<file path="config.mk">
export PLATFORM = sky130hd
export DESIGN_NAME = ping_initiator
export DESIGN_NICKNAME = d
export VERILOG_FILES = /design/src/rtl/ping_initiator.sv
export SDC_FILE = /design/constraint.sdc
export NUM_CORES = 1
export LEC_CHECK = 0
export CAP_MARGIN = 40
export CORE_MARGIN = 5
export CORE_UTILIZATION = 60
export DETAILED_ROUTE_END_ITERATION = 7
export DONT_BUFFER_PORTS = 1
export PLACE_DENSITY = 0.73
export SYNTH_ARGS = -nofsm -noshare
export SYNTH_HDL_FRONTEND = slang
export SYNTH_SLANG_ARGS = --single-unit
</file>
<file path="constraint.sdc">
create_clock -name clk -period 4.65 [get_ports clk]
set_clock_uncertainty 0.1 [all_clocks]
set_input_delay 0.465 -clock clk [delete_from_list [all_inputs] [get_ports clk]]
set_output_delay 0.465 -clock clk [all_outputs]
set_load 0.02 [all_outputs]
</file>
<file path="src/rtl/ping_initiator.sv">
// rtl/ping_initiator.sv - initiating-side ping-pong protocol engine driving the PPM encoder/decoder
module ping_initiator #(
    parameter int N_PKT   = 8,
    parameter int TIMEOUT = 1465,
    parameter int GAP     = 4,
    parameter int CNT_W   = 16
) (
    input  logic             clk,
    input  logic             rst_n,
    input  logic [N_PKT-1:0] data2send,
    input  logic [N_PKT-1:0] data_expected,
    output logic             start_ENC,
    input  logic             avail_ENC,
    output logic [N_PKT-1:0] data_ENC,
    input  logic [N_PKT-1:0] data_DEC,
    input  logic             avail_DEC,
    input  logic             error_DEC,
    output logic             read_DEC,
    output logic             expected_data_received,
    output logic [1:0]       err_code,
    output logic [CNT_W-1:0] timeout_count,
    output logic [CNT_W-1:0] stray_count
);
    localparam int TMR_W = $clog2(TIMEOUT + 1);
    localparam int GAP_W = (GAP > 1) ? $clog2(GAP) : 1;
    localparam logic [TMR_W-1:0] TMR_LOAD = TMR_W'(TIMEOUT);
    localparam logic [GAP_W-1:0] GAP_LOAD = GAP_W'(GAP - 1);

    localparam logic [1:0] ERR_NONE     = 2'b00;
    localparam logic [1:0] ERR_DECODE   = 2'b01;
    localparam logic [1:0] ERR_MISMATCH = 2'b10;
    localparam logic [1:0] ERR_TIMEOUT  = 2'b11;

    typedef enum logic [1:0] {IDLE, SEND, WAIT_RX, SETTLE} state_t;

    state_t           state;
    logic [TMR_W-1:0] timer;
    logic [GAP_W-1:0] gap_cnt;
    logic             pkt;

    // The cycle after a read the decoder may still show avail_DEC, so it is ignored.
    assign pkt = avail_DEC && !read_DEC;

    always_ff @(posedge clk or negedge rst_n) begin
        if (!rst_n) begin
            state                  <= IDLE;
            timer                  <= '0;
            gap_cnt                <= '0;
            start_ENC              <= 1'b0;
            data_ENC               <= '0;
            read_DEC               <= 1'b0;
            expected_data_received <= 1'b0;
            err_code               <= ERR_NONE;
            timeout_count          <= '0;
            stray_count            <= '0;
        end else begin
            start_ENC              <= 1'b0;
            read_DEC               <= 1'b0;
            expected_data_received <= 1'b0;

            if (state != WAIT_RX && pkt) begin
                read_DEC <= 1'b1;
                if (stray_count != '1)
                    stray_count <= stray_count + CNT_W'(1);
            end

            case (state)
                IDLE: state <= SEND;
                SEND: begin
                    if (avail_ENC) begin
                        start_ENC <= 1'b1;
                        data_ENC  <= data2send;
                        timer     <= TMR_LOAD;
                        state     <= WAIT_RX;
                    end
                end
                WAIT_RX: begin
                    if (timer != '0)
                        timer <= timer - TMR_W'(1);
                    // A reply on the expiry cycle wins over the timeout.
                    if (pkt) begin
                        read_DEC <= 1'b1;
                        if (error_DEC) begin
                            err_code <= ERR_DECODE;
                        end else if (data_DEC != data_expected) begin
                            err_code <= ERR_MISMATCH;
                        end else begin
                            expected_data_received <= 1'b1;
                            err_code               <= ERR_NONE;
                            gap_cnt                <= GAP_LOAD;
                            state                  <= SETTLE;
                        end
                    end else if (timer == '0) begin
                        err_code <= ERR_TIMEOUT;
                        if (timeout_count != '1)
                            timeout_count <= timeout_count + CNT_W'(1);
                        state <= SEND;
                    end
                end
                SETTLE: begin
                    if (gap_cnt == '0)
                        state <= SEND;
                    else
                        gap_cnt <= gap_cnt - GAP_W'(1);
                end
                default: state <= IDLE;
            endcase
        end
    end
endmodule
</file>
# After elaboration in Yosys (flattened, before gate mapping)
# Index checks and enable logic that the tools add are counted.
[word_totals]
latch_bits = 0
n_memories = 0
reg_bits = 60
output_inout_bits = 45
inputBits = 29
rom_bits = 0
ram_bits = 0
[classes]
n_bitwise = 1
shift = 0
n_mul = 0
reduce_logical = 17
n_eq_ne = 17
div = 0
add_sub_neg = 4
n_lt_le_gt_ge = 0
muxes = 26
[ops]
columns = ["op", "count"]
rows = [
  ["16-bit by 1-bit adder with 16-bit output, second input constant", 2],
  ["16-bit inequality test, second input constant", 2],
  ["2-bit 2-to-1 mux", 12],
  ["11-bit 2-to-1 mux", 2],
  ["11-bit case mux with 2 select lines", 1],
  ["2-bit inequality test, second input constant", 8],
  ["11-bit logical NOT", 1],
  ["11-bit nonzero test", 1],
  ["11-bit by 1-bit subtractor with 11-bit output, second input constant", 1],
  ["5-bit AND reduction", 2],
  ["1-bit 2-to-1 mux", 9],
  ["3-bit inequality test, second input constant", 3],
  ["8-bit inequality test", 1],
  ["2-bit case mux with 4 select lines", 1],
  ["2-bit AND reduction", 3],
  ["2-bit nonzero test", 3],
  ["2-bit == test, second input constant", 2],
  ["2-bit logical NOT", 2],
  ["2-bit case mux with 2 select lines", 1],
  ["4-bit AND reduction", 1],
  ["3-bit AND reduction", 1],
  ["2-bit by 1-bit == test with 1-bit output, second input constant", 1],
  ["1-bit logical AND", 2],
  ["2-bit by 1-bit subtractor with 2-bit output, second input constant", 1],
  ["2 further kinds", 2],
]

# Longest topological paths before layout
[depth]
ltp_word = 6
ltp_mapped = 8
mapped_depth_nobuf = 7

# Least setup slack after synthesis
# OpenSTA, ideal clock, no wires.
[synth_path]
path_type = "register to register"
startpoint = "register state[0]"
endpoint = "register stray_count[15]"
arrival_ps = 2152
n_path_buf = 0
setup_slack_ps = 2319
setup_ps = 80
stages_incl_launch_ff = 8
cell_sequence = "dfrtp_1 inv_1 ha_1 or3b_1 or4_1 a2111oi_2 and3_1 xor2_1"
[synth_via]
elab_chain_cells = 3
[synth_rtl]
columns = ["item", "line_no", "rtl"]
rows = [
  ["start: declaration", "36", "state_t state;"],
  ["start signal: assignment", "46", "state <= IDLE;"],
  ["start signal: assignment", "68", "IDLE: state <= SEND;"],
  ["start signal: assignment", "74", "state <= WAIT_RX;"],
  ["2-bit inequality test", "61", "if (state != WAIT_RX && pkt) begin"],
  ["1-bit logical AND", "61", ""],
  ["2-bit AND reduction (no source line)", "n/a", ""],
  ["end signal: assignment", "64", "stray_count <= stray_count + CNT_W'(1);"],
  ["end: declaration", "22", "output logic [CNT_W-1:0] stray_count"],
]
# No other way between the ends.
# A chain may end at the register's enable or synchronous reset.

# Final worst setup path
[layout_path]
startpoint = "register state[0]"
endpoint = "register timeout_count[1]"
[layout_via]
elab_chain_cells = 2
[layout_rtl]
columns = ["item", "line_no", "rtl"]
rows = [
  ["2-bit == test", "67", "case (state)"],
  ["4-bit AND reduction (no source line)", "n/a", ""],
  ["end signal: assignment", "96", "timeout_count <= timeout_count + CNT_W'(1);"],
  ["end: declaration", "21", "output logic [CNT_W-1:0] timeout_count,"],
]
# No other way between the ends.

==> qor.yml <==
run_status: "complete, no violations"
setup_tns_ps: 0
level_count_of_the_clock_h_tree: 3
cp.arrival_ps: 2850
min_period_over_period_pct: 59.0
final-max-slew-violation-count: 0
min_delay_path_depth: 1
ys_ff_latch: 60
first_global_vias: 2067
worst-slew-pin-transition_ps: 669
timing.critical_path.max_delay_family: "simple AND/OR/NAND/NOR gates"
ioPinCount: 74
antenna-diode-count: 0
syn_area_um2: 3020
drc_errors: 0
postCtsSetupBuffers: 0
layout-area-overhead-vs-synth_pct: 9.86
power.static_leakage_uw: 0.00145
die_h_um: 81.0
leading_cell_types_in_the_layout_fill_and_taps_excluded: "60 x sky130_fd_sc_hd__dfrtp_1, 35 x sky130_fd_sc_hd__xnor2_1, 20 x sky130_fd_sc_hd__nand2_1, 19 x sky130_fd_sc_hd__nand3_1, 15 x sky130_fd_sc_hd__and3_1"
detail-route-antenna-nets: 0
worst_path_largest_cell_delay_ps: 590
power.density_cell_area_nw_per_um2: 483
timing.hold.worst_endpoint: "err_code[1]"
design.die.area_um2: 6550
ctsLongestPathBuffers: 2
hpwl_mm: 4.09
setup.worst_path.start_class: "flop"
postSynth.topFlopCell: "sky130_fd_sc_hd__dfrtp_1"
source_of_the_worst_hold_timing_path: "error_DEC"
wl_per_cell_um: 15.8
rsz0062_at_grt: "no"
seqCellArea_um2: 1500
fill_cells: 374
initial_core_util_pct: 62.7
dp_worst_setup_slack_ps: 1940
max_freq_mhz: 365
finalSetupViolCount: 0
synthesis.nets: 312
detailroute.via_count: 2071
grt_use_total_pct: 18.3
tritoncts_clock_tree: "done"
cts_made_buffers: 9
drt_iter0_markers: 78
num_rows: 25
gpl.final_weighted_congestion: 0.803
critical_path_required_ps: 4760
timing.rr.end: "timeout_count[1]"
number_of_antenna_violations_at_the_first_check_in_global_routing: 0
fin_nets: 320
type_of_element_capturing_the_critical_path: "flop"
syn-instance-count: 275
path_buf_inv: 1
detail_route.vias_per_cell: 5.83
synth-edff-count: 0
clkTransAtPathRegs_ps: 60
clock-root-buffer: "sky130_fd_sc_hd__clkbuf_8"
post_route_cells_drive_above_1_share_pct: 12.8
multi_input_comb_area_um2: 1450
port-buffer-count: 0
insertion_delay_ps: 330
synth-seq-area-share_pct: 49.7
timing.max_slew.rel_slack_pct: 55.2
drt_pass1_iterations: 4
route.final.wire_length_mm: 5.61
cpMaxStageDelayCell: "sky130_fd_sc_hd__nor3b_4"
hold_viol_final: 0
grt_start_max_net_pins: 61
timing.max_cap.violations: 0
worst-setup-path-type: "flop to flop"
die_width_um: 81.0
timing.critical_path.fanout_max: 17
worst_slack_ps: 1910
syn-mean-instance-area_um2: 11.0
ir_drop_mv: 0.308
cp.depth: 6
synth.yosys.warnings: 0
fin_worst_hold_slack_ps: 133
worst-r2r-setup-slack_ps: 1910
reg2reg_depth: 6
crit_chain: "inv_1 -> ha_1 -> nor3b_2 -> nor3b_4 -> nand2_1 -> mux2_4"
global_route.overflow_total: 0
final_common_cell: "sky130_fd_sc_hd__dfrtp_1"
layout_min_cycle_time_ps: 2740
hold_path.class: "input port to flop"
fp.coreArea_um2: 4820
post_synth_num_cell_types: 48
clock-sinks: 60
rr_startpoint: "state[0]"
grt_first_pass_wirelength_mm: 9.35
synthArstFlopShare_pct: 100
per-layer routing:
metal	vias to the layer above	part of all wire [%]	global-route usage, %
met5	-	0	0
met4	0	1.8	8.11
met3	10	6.3	6.21
met2	54	50	30.0
met1	1013	42	21.8
li1	994	-	-
through the flow:
stage               power [uW]  util (%)  area (um^2)  instances
floorplan                 1060         -         3020        275
global placement          1120      63.9         3080        337
detailed placement        1140      63.9         3080        337
CTS                       1620      68.9         3320        355
global route              1700      68.9         3320        355
finish                    1600      68.9         3320        355
kinds of logic (layout without fill, tap and decap cells):
| group | after synthesis | after routing | share of synthesized area (%) |
|---|---|---|---|
| mux | 14 | 14 | 5.26 |
| compound gates | 30 | 30 | 6.96 |
| flops | 60 | 60 | 49.7 |
| fa+ha+maj | 8 | 8 | 3.31 |
| xor+xnor | 42 | 42 | 12.2 |
| simple gates | 105 | 105 | 20.3 |
| buf+inv | 16 | 29 | 2.24 |
layout make-up:
class                   instances  area share [%]
clock inverters                 4            1.43
multi-input cells             199            43.7
inverters                      11            1.24
repair buffers                  2            1.13
clock buffers                  12            4.68
flip-flops and latches         60            45.2
well taps                      67            2.53
synthesized netlist by cell type, drive strengths merged (2+ instances only):
cell    number  area [um^2]
dfrtp       60         1500
xnor2       35          307
nand2       20         75.1
nand3       19         95.1
and3        15         93.8
mux2        12          139
nor2        12         45.0
inv         11         41.3
a21oi        8         40.0
ha           8          100
nand4        7         43.8
xor2         7         61.3
a31oi        4         25.0
clkbuf       4         15.0
nand2b       4         25.0
o31ai        4         30.0
or4          4         33.8
a211oi       3         22.5
nor3         3         15.0
nor4         3         18.8
a31o         2         17.5
mux2i        2         20.0
nor2b        2         12.5
nor3b        2         31.3
nor4b        2         32.5
o21ai        2         10.0
or2          2         12.5
or3          2         12.5
or3b         2         17.5
state kept, by name (all words and copies together) (netlist names):
register                flops
state                       2
start_ENC                   1
gap_cnt                     2
expected_data_received      1
read_DEC                    1
stray_count                16
err_code                    2
timeout_count              16
data_ENC                    8
timer                      11
repair_timing:
action / in CTS / in global routing
hold buffers: 2 / 0
gates resized for setup: 0 / 0
endpoints found under the hold margin: 60 / 0
worst max-delay path by stage:
stage	start	end	slack (ps)
after detailed placement	state[0]	timeout_count[1]	1940
final	state[0]	timeout_count[1]	1910
after CTS	state[0]	timeout_count[1]	1930
after global routing	state[0]	timeout_count[1]	1660
after global placement	state[0]	stray_count[15]	2070
after floorplan	state[0]	stray_count[15]	2320
where the power goes:
part / total (uW) / switching [uW] / internal, uW
combinational: 326 / 171 / 154
sequential: 809 / 184 / 625
clock: 469 / 194 / 275
total: 1600 / 549 / 1050
No activity file was read; power rests on OpenSTA's default activity.
